File: src/rtl/pipe_ctrl_pkg.sv
// Shared definitions for the pipeline hazard controller: FSM state encoding,
// register-index constants and the action-to-strobe decode.
package pipe_ctrl_pkg;

  localparam int REG_ADDR_W = 5;
  localparam logic [REG_ADDR_W-1:0] REG_X0 = '0;

  typedef enum logic [1:0] {
    ST_INIT       = 2'd0,
    ST_RUN        = 2'd1,
    ST_LOAD_STALL = 2'd2,
    ST_MEM_WAIT   = 2'd3
  } ctrl_state_e;

  // What the pipeline does this cycle; every strobe pattern derives from one of these.
  typedef enum logic [2:0] {
    ACT_INIT,
    ACT_GO,
    ACT_BUBBLE,
    ACT_FLUSH,
    ACT_FREEZE
  } ctrl_action_e;

  typedef struct packed {
    logic pc_en;
    logic ifid_en;
    logic ifid_flush;
    logic idex_en;
    logic idex_flush;
    logic exmem_en;
  } strobe_t;

  function automatic strobe_t action_strobes(input ctrl_action_e act);
    strobe_t s;
    s = '0;
    case (act)
      ACT_INIT: begin
        s.ifid_flush = 1'b1;
        s.idex_flush = 1'b1;
      end
      ACT_GO: begin
        s.pc_en    = 1'b1;
        s.ifid_en  = 1'b1;
        s.idex_en  = 1'b1;
        s.exmem_en = 1'b1;
      end
      ACT_BUBBLE: begin
        s.idex_en    = 1'b1;
        s.idex_flush = 1'b1;
        s.exmem_en   = 1'b1;
      end
      ACT_FLUSH: begin
        s = '1;
      end
      default: s = '0;
    endcase
    return s;
  endfunction

endpackage

File: src/rtl/hazard_detect_unit.sv
// Combinational load-use detector: flags an ID instruction that reads the
// destination of a load currently in EX (x0 never creates a dependence).
module hazard_detect_unit #(
  parameter int ADDR_W = pipe_ctrl_pkg::REG_ADDR_W
) (
  input  logic [ADDR_W-1:0] id_rs1,
  input  logic [ADDR_W-1:0] id_rs2,
  input  logic              id_uses_rs1,
  input  logic              id_uses_rs2,
  input  logic              idex_mem_read,
  input  logic [ADDR_W-1:0] idex_rd,
  output logic              load_use
);
  import pipe_ctrl_pkg::*;

  logic rd_nonzero;
  logic rs1_hit;
  logic rs2_hit;

  assign rd_nonzero = (idex_rd != ADDR_W'(REG_X0));
  assign rs1_hit    = id_uses_rs1 && (id_rs1 == idex_rd);
  assign rs2_hit    = id_uses_rs2 && (id_rs2 == idex_rd);
  assign load_use   = idex_mem_read && rd_nonzero && (rs1_hit || rs2_hit);

endmodule

File: src/rtl/pipeline_hazard_ctrl.sv
// Pipeline register sequencer for the in-order RV32I core: load-use bubbles,
// mispredict flushes and data-memory freezes. Optional PIPE_PERF_CNT_EN adds perf counters.
module pipeline_hazard_ctrl #(
  parameter int LOAD_STALL_CYCLES = 1,
  parameter int REG_ADDR_W        = pipe_ctrl_pkg::REG_ADDR_W
) (
  input  logic                  clk,
  input  logic                  rst,
  input  logic [REG_ADDR_W-1:0] id_rs1,
  input  logic [REG_ADDR_W-1:0] id_rs2,
  input  logic                  id_uses_rs1,
  input  logic                  id_uses_rs2,
  input  logic                  idex_mem_read,
  input  logic [REG_ADDR_W-1:0] idex_rd,
  input  logic                  ex_mispredict,
  input  logic                  mem_req,
  input  logic                  mem_ready,
  output logic                  pc_en,
  output logic                  ifid_en,
  output logic                  ifid_flush,
  output logic                  idex_en,
  output logic                  idex_flush,
  output logic                  exmem_en,
  output logic [1:0]            ctrl_state
`ifdef PIPE_PERF_CNT_EN
  ,
  output logic [31:0]           stall_cycles,
  output logic [31:0]           flush_count,
  output logic [31:0]           memwait_cycles
`endif
);
  import pipe_ctrl_pkg::*;

  if (LOAD_STALL_CYCLES < 1 || LOAD_STALL_CYCLES > 7) begin : g_bad_stall_cycles
    $error("pipeline_hazard_ctrl: LOAD_STALL_CYCLES must be within 1..7");
  end

  localparam logic [2:0] STALL_RELOAD = 3'(LOAD_STALL_CYCLES - 1);

  ctrl_state_e  state, state_next, ctx;
  ctrl_action_e action;
  strobe_t      strobes;
  logic [2:0]   stall_cnt, stall_cnt_next;
  logic         ret_ls, ret_ls_next;
  logic         pend_mp, pend_mp_next;
  logic         load_use;
  logic         mem_stall;
  logic         mp_eff;

  hazard_detect_unit #(.ADDR_W(REG_ADDR_W)) u_hazard (
    .id_rs1        (id_rs1),
    .id_rs2        (id_rs2),
    .id_uses_rs1   (id_uses_rs1),
    .id_uses_rs2   (id_uses_rs2),
    .idex_mem_read (idex_mem_read),
    .idex_rd       (idex_rd),
    .load_use      (load_use)
  );

  assign mem_stall = mem_req && !mem_ready;
  assign mp_eff    = ex_mispredict || pend_mp;

  // A MEM_WAIT release cycle behaves exactly like the context it resumes, so
  // decode from that context rather than from the raw state register.
  always_comb begin
    ctx = state;
    if (state == ST_MEM_WAIT && mem_ready)
      ctx = ret_ls ? ST_LOAD_STALL : ST_RUN;

    action         = ACT_FREEZE;
    state_next     = state;
    stall_cnt_next = stall_cnt;
    ret_ls_next    = ret_ls;
    pend_mp_next   = pend_mp;

    case (ctx)
      ST_INIT: begin
        action     = ACT_INIT;
        state_next = ST_RUN;
      end
      ST_RUN: begin
        if (mem_stall) begin
          action      = ACT_FREEZE;
          state_next  = ST_MEM_WAIT;
          ret_ls_next = 1'b0;
        end else if (mp_eff) begin
          action     = ACT_FLUSH;
          state_next = ST_RUN;
        end else if (load_use) begin
          action         = ACT_BUBBLE;
          stall_cnt_next = STALL_RELOAD;
          state_next     = (STALL_RELOAD == 3'd0) ? ST_RUN : ST_LOAD_STALL;
        end else begin
          action     = ACT_GO;
          state_next = ST_RUN;
        end
      end
      ST_LOAD_STALL: begin
        if (mem_stall) begin
          action      = ACT_FREEZE;
          state_next  = ST_MEM_WAIT;
          ret_ls_next = 1'b1;
        end else if (mp_eff) begin
          action         = ACT_FLUSH;
          state_next     = ST_RUN;
          stall_cnt_next = 3'd0;
        end else begin
          action = ACT_BUBBLE;
          if (stall_cnt <= 3'd1) begin
            stall_cnt_next = 3'd0;
            state_next     = ST_RUN;
          end else begin
            stall_cnt_next = stall_cnt - 3'd1;
            state_next     = ST_LOAD_STALL;
          end
        end
      end
      default: begin
        action     = ACT_FREEZE;
        state_next = ST_MEM_WAIT;
      end
    endcase

    // A mispredict seen while frozen is held until the first cycle that can flush.
    if (action == ACT_FREEZE)
      pend_mp_next = pend_mp || ex_mispredict;
    else if (action == ACT_FLUSH)
      pend_mp_next = 1'b0;
  end

  always_ff @(posedge clk or posedge rst) begin
    if (rst) begin
      state     <= ST_INIT;
      stall_cnt <= 3'd0;
      ret_ls    <= 1'b0;
      pend_mp   <= 1'b0;
    end else begin
      state     <= state_next;
      stall_cnt <= stall_cnt_next;
      ret_ls    <= ret_ls_next;
      pend_mp   <= pend_mp_next;
    end
  end

  assign strobes    = action_strobes(action);
  assign pc_en      = strobes.pc_en;
  assign ifid_en    = strobes.ifid_en;
  assign ifid_flush = strobes.ifid_flush;
  assign idex_en    = strobes.idex_en;
  assign idex_flush = strobes.idex_flush;
  assign exmem_en   = strobes.exmem_en;
  assign ctrl_state = state;

`ifdef PIPE_PERF_CNT_EN
  always_ff @(posedge clk or posedge rst) begin
    if (rst) begin
      stall_cycles   <= '0;
      flush_count    <= '0;
      memwait_cycles <= '0;
    end else begin
      if (action == ACT_BUBBLE)
        stall_cycles <= stall_cycles + 32'd1;
      if (action == ACT_FLUSH)
        flush_count <= flush_count + 32'd1;
      if (state == ST_MEM_WAIT)
        memwait_cycles <= memwait_cycles + 32'd1;
    end
  end
`endif

endmodule

File: config.mk
export PLATFORM = sky130hd
export DESIGN_NAME = pipeline_hazard_ctrl
export DESIGN_NICKNAME = d
export VERILOG_FILES = /design/src/rtl/pipe_ctrl_pkg.sv /design/src/rtl/hazard_detect_unit.sv /design/src/rtl/pipeline_hazard_ctrl.sv
export SDC_FILE = /design/constraint.sdc
export NUM_CORES = 1
export LEC_CHECK = 0
export ABC_AREA = 0
export CORE_MARGIN = 4
export CORE_UTILIZATION = 30
export CTS_BUF_LIST = sky130_fd_sc_hd__clkbuf_16
export DETAILED_ROUTE_END_ITERATION = 6
export SLEW_MARGIN = 20
export SYNTH_ARGS = -nofsm -noshare
export SYNTH_HDL_FRONTEND = slang
export SYNTH_HIERARCHICAL = 1
export SYNTH_SLANG_ARGS = --single-unit
File: constraint.sdc
create_clock -name clk -period 3.4 [get_ports clk]
set_clock_uncertainty 0.05 [all_clocks]
set_input_delay 0.85 -clock clk [delete_from_list [all_inputs] [get_ports clk]]
set_output_delay 0.85 -clock clk [all_outputs]
set_load 0.03 [all_outputs]
---- Word-level counts from Yosys, hierarchy flattened ----
Cells that the tools add are included.
word-level totals
  register bits after elaboration ......... 7
  output and inout bits ................... 8
cells by class
  add/subtract/negate cells ............... 1
  magnitude comparators ................... 1
  eq/ne operators ......................... 15
  muxes and demuxes ....................... 29
  reduce and logical (&&, ||, !) cells .... 20
operators by type and width
  kind                   number
  $mux W3                8
  $mux W2                9
  $ne A2 B2 Y1 const B   6
  $eq A5 B5 Y1           2
  $pmux W3 S3            1
  $mux W1                8
  $eq A3 B2 Y1 const B   2
  $logic_and A1 B1 Y1    6
  $pmux W2 S3            1
  $pmux W3 S2            1
  $reduce_or A3 Y1       2
  $reduce_and A5 Y1      1
  $reduce_bool A5 Y1     1
  $eq A2 B2 Y1 const B   2
  $reduce_bool A2 Y1     2
  $reduce_or A2 Y1       2
  $eq A3 B1 Y1 const B   1
  $eq A3 B3 Y1 const B   1
  $le A3 B1 Y1 const B   1
  $logic_not A3 Y1       1
  $reduce_and A3 Y1      1
  $sub A3 B1 Y3 const B  1
  $eq A2 B1 Y1 const B   1
  $logic_not A2 Y1       1
  other kinds (3)        4

---- Longest topological paths before layout ----
  depth in word-level cells ............... 11
  mapped depth ............................ 9
  mapped depth without buffers ............ 8

---- Hierarchy ----
Netlist, hierarchy kept.
by module, submodules not included
  module                times used  cells an instance  area each (um^2)
  pipeline_hazard_ctrl  1           69                 605.6
  hazard_detect_unit    1           17                 133.9

---- Least setup slack after synthesis ----
OpenSTA, ideal clock, no wires.
  kind .................................... input to output
  from .................................... input port idex_rd[0]
  to ...................................... output port idex_en
  data arrival time ....................... 2.869 ns
  required time ........................... 2.500 ns
  path slack .............................. -0.369 ns
  stages on the path ...................... 8
  cells stage by stage .................... xor2_1 > nor4_2 > nand3_1 > a21oi_1 > or3_1 > a21oi_2 > o31ai_1 > buf_4
between the ends
  longest elaborated chain between the ends .. 11
RTL lines
  element                                       RTL line                                            text
  start: declaration                            pipeline_hazard_ctrl.sv:14                          input logic [REG_ADDR_W-1:0] idex_rd,
  $eq A5 B5 Y1 (on tied branches)               hazard_detect_unit.sv:21, hazard_detect_unit.sv:22
  $logic_and A1 B1 Y1 (on tied branches)        hazard_detect_unit.sv:21, hazard_detect_unit.sv:22
  $logic_or A1 B1 Y1                            hazard_detect_unit.sv:23                            assign load_use = idex_mem_read && rd_nonzero && (rs1_hit || rs2_hit);
  $logic_and A1 B1 Y1 (*)                       hazard_detect_unit.sv:23
  named net load_use                            pipeline_hazard_ctrl.sv:46                          logic load_use;
  $mux W2 (*)                                   pipeline_hazard_ctrl.sv:89                          end else if (load_use) begin
  $mux W2 (*)                                   pipeline_hazard_ctrl.sv:86                          end else if (mp_eff) begin
  $mux W3 (*)                                   pipeline_hazard_ctrl.sv:82                          if (mem_stall) begin
  $pmux W3 S3 (*)                               pipeline_hazard_ctrl.sv:76                          case (ctx)
  $eq A3 B2 Y1 or $eq A3 B1 Y1 (tied branches)  -
  $reduce_or A3 Y1 (no source line) (*)         -
  $mux W1 (*)                                   -
  end: declaration                              pipeline_hazard_ctrl.sv:21                          output logic idex_en,
The timed path passes the listed nets; every way through them passes the cells marked *.

---- Final worst setup path ----
  from .................................... input port idex_rd[1]
  to ...................................... output port idex_flush
between the ends
  longest elaborated chain between the ends .. 11
RTL lines
  element                                           RTL line                                            text
  $eq A5 B5 Y1 (on tied branches)                   hazard_detect_unit.sv:21, hazard_detect_unit.sv:22
  $logic_and A1 B1 Y1 (on tied branches)            hazard_detect_unit.sv:21, hazard_detect_unit.sv:22
  $logic_or A1 B1 Y1                                hazard_detect_unit.sv:23
  $logic_and A1 B1 Y1 (*)                           hazard_detect_unit.sv:23
  named net load_use                                pipeline_hazard_ctrl.sv:46
  $mux W2 (*)                                       pipeline_hazard_ctrl.sv:89
  $mux W2 (*)                                       pipeline_hazard_ctrl.sv:86
  $mux W3 (*)                                       pipeline_hazard_ctrl.sv:82
  $pmux W3 S3 (*)                                   pipeline_hazard_ctrl.sv:76
  $eq A3 B2 Y1 or $logic_not A3 Y1 (tied branches)  pipe_ctrl_pkg.sv:36                                 case (act)
  $reduce_or A3 Y1 (no source line) (*)             -
  $mux W1 (*)                                       pipe_ctrl_pkg.sv:36
  end: declaration                                  pipeline_hazard_ctrl.sv:22                          output logic idex_flush,
Marks and branches as above.

==> flow_summary.yaml <==
setup_path:
  critPathArrivalTime_ns: 2.69
  cp_slowest_cell: "or4_4"
  cp-start-kind: "input pin"
  cp_num_buf_inv: 3
  cp_common_cell: "buf_6"
  end_kind: "output pin"
  worstSetupPathType: "in -> out"
  crit_path_max_fanout: 3
  critical_path_required_ns: 2.50
  crit_chain: "buf_8, or4_4, o21ai_2, a21oi_2, or3_4, a21oi_4, buf_6, nor3_2, o21a_1, buf_6"
  crit_family: "simple AND/OR/NAND/NOR gates"
  worst_path_largest_cell_delay_ns: 0.53
run_status:
  failed_checks: "setup timing"
  status: "finished, violations left"
timing:
  rsz0062_at_grt: "true"
  fin_ws_ns: -0.1895
  tightest_slew_ns: 0.4413
  finalSetupViolations: 6
  period_needed_ns: 3.590
  max_freq_mhz: 278.6
  finalCritPeriodShare: 1.056
  hold_violations: 0
  maxSlewViolCount: 0
  worst_slew_margin_rel: 0.7049
route:
  drc_errors: 0
  vias: 846
  viasPerCell: 4.780
  wire_per_inst_um: 14.18
  first_pass_iters: 3
  wirelength_um: 2510
  postRouteAntennaNets: 0
  dr.first_iter.drc_count: 15
power_and_ir_drop:
  p_leak_nw: 0.6798
  netSwitchingPower_uw: 570.0
  p_sw_frac: 0.4273
  p_clk_frac: 0.153
  power_frac_comb: 0.725
  power_density_nw_per_um2: 899.0
  p_seq_frac: 0.122
  p_int_uw: 764.0
  ir_worst_vdd_mv: 0.7357
synthesis:
  yosys_warnings: 6
  synth_top_area_share: 0.2369
  seq_area_frac_synth: 0.2369
  ys_types: 33
  syn_area_per_cell_um2: 8.598
  synth-seq-cells: 7
  syn-cell-area_um2: 739.5
  syn_inst: 86
  synth_nets: 116
  synth_flop_cell: "dfrtp_1"
  synth_edf_count: 0
  synthArstFlopShare: 1.000
  synth_area_leaders: "dfrtp_1 24%, ha_1 12%, xor2_1 9.5%"
  yosys.area.top_type: "dfrtp_1"
layout:
  fin_cells: 177
  utilization: 0.6520
  regArea_um2: 175.2
  multiInputGateArea_um2: 624.3
  nets: 180
  area_growth_pct: 100.7
  drive_gt1_frac: 0.4966
  fill_cells: 184
  num_antenna_cells: 0
global_route:
  overflow: 0
  antenna_found_initial: 0
  grt_max_degree: 8
  grt_pass1_wl_um: 4291
  grt_pass1_vias: 914
  grtUsageTotal: 0.1669
floorplan:
  dieArea_um2: 3323
  start_util: 0.3249
  die_y_um: 57.65
  core.rowCount: 17
  core-area_um2: 2276
  die_w_um: 57.65
  num_io_pins: 31
clock_network:
  clk_latency_ns: 0.23
  cts-root-buf: "clkbuf_16"
  cts.sink_count: 7
  hold_buffers: 0
  path_clk_slew_ns: 0.04
  cts_buffers: 3
  clockBufferDepth: 2
  cts_tree: "built"
  htreeDepth: 1
min_path:
  hp-class: "reg -> reg"
placement:
  place_ws_ns: -0.8114
  io_buffers: 30
  hpwl_um: 1726
  dpl.cell_count: 158
  gp_congestion: 0.7671
job:
  cap_violations: 0
[through the flow]
| stage | cell area [um^2] | hold WS [ns] | total power [mW] | setup TNS, ns |
|---|---|---|---|---|
| finish | 1484 | 0.4824 | 1.334 | -0.6448 |
| global route | 1484 | 0.5158 | 1.420 | -1.127 |
| CTS | 1464 | 0.4924 | 1.270 | -1.165 |
| detailed placement | 1211 | 0.4861 | 0.9486 | -3.938 |
| global placement | 1211 | 0.4739 | 0.9467 | -3.915 |
| floorplan | 777.0 | 0.4484 | 0.6677 | -0.007200 |
[cell usage after synthesis (all sizes together) (2+ instances only)]
library cell and instances:
a211o 2, o21ai 3, inv 9, nor2 3, nor3 2, xor2 8, dfrtp 7, nor2b 3
ha 7, xnor2 2, o31ai 2, o21a 2, buf 2, nand2 6, mux2i 2, a21oi 4
and2 3, nand3 5, nor4 2
[power by group through the flow]
stage / Sequential [mW] / Clock [mW] / Combinational [mW]
finish: 0.162 / 0.204 / 0.967
floorplan: 0.173 / 0 / 0.495
global placement: 0.160 / 0 / 0.787
global route: 0.169 / 0.210 / 1.04
CTS: 0.162 / 0.204 / 0.904
detailed placement: 0.162 / 0 / 0.786
[cell type report]
class | instances | area share
Timing Repair Buffer | 62 | 0.3600
Sequential cell | 7 | 0.1180
Multi-Input combinational cell | 67 | 0.4207
Clock inverter | 1 | 0.002530
Inverter | 9 | 0.02445
Tap cell | 28 | 0.02361
Clock buffer | 3 | 0.05059
[path summary, 6_finish.rpt]
check,start,cells after the start,slack [ns],end
setup / recovery,idex_rd[1],10,-0.19,idex_flush
hold / removal,stall_cnt[0],1,0.48,stall_cnt[0]
setup reg to reg,ret_ls,10,1.21,pend_mp
hold reg to reg,stall_cnt[0],1,0.48,stall_cnt[0]
max in group asynchronous,rst,2,2.26,pend_mp
min in group asynchronous,rst,2,0.81,ret_ls
[layer usage]
metal	global-route usage	vias up	wire length, um
met2	0.2887	15	1260
li1	-	424	-
met1	0.2051	400	1143
met3	0.02450	7	53
met5	0	-	0
met4	0.06954	0	53
[logic make-up after synthesis]
| logic type | synth area share |
|---|---|
| compound gates | 0.2234 |
| fa+ha+maj | 0.1184 |
| buf+inv | 0.07105 |
| flops | 0.2369 |
| xor+xnor | 0.1185 |
| mux | 0.02707 |
| simple gates | 0.2048 |
[flip-flops by register name, indices dropped and copies added (netlist names)]
signal / flops
ctrl_state: 2
stall_cnt: 3
ret_ls: 1
pend_mp: 1
[layout by cell type (no fill, tap or decap), drive strengths merged, types with 4 or more instances in the layout]
master / synthesis / layout
buf: 2 / 48
inv: 9 / 10
clkdlybuf4s50: 0 / 8
xor2: 8 / 8
ha: 7 / 7
dfrtp: 7 / 7
nand2: 6 / 6
clkbuf: 1 / 6
nand3: 5 / 5
a21oi: 4 / 4
[repair_timing]
action                                  4_1_cts  5_1_grt
pin swaps                                    21       10
endpoints found under the setup margin        6        9
gates resized for setup                      82       19
setup buffers                                16        2
Note: power is estimated with default switching activity, not from simulation.
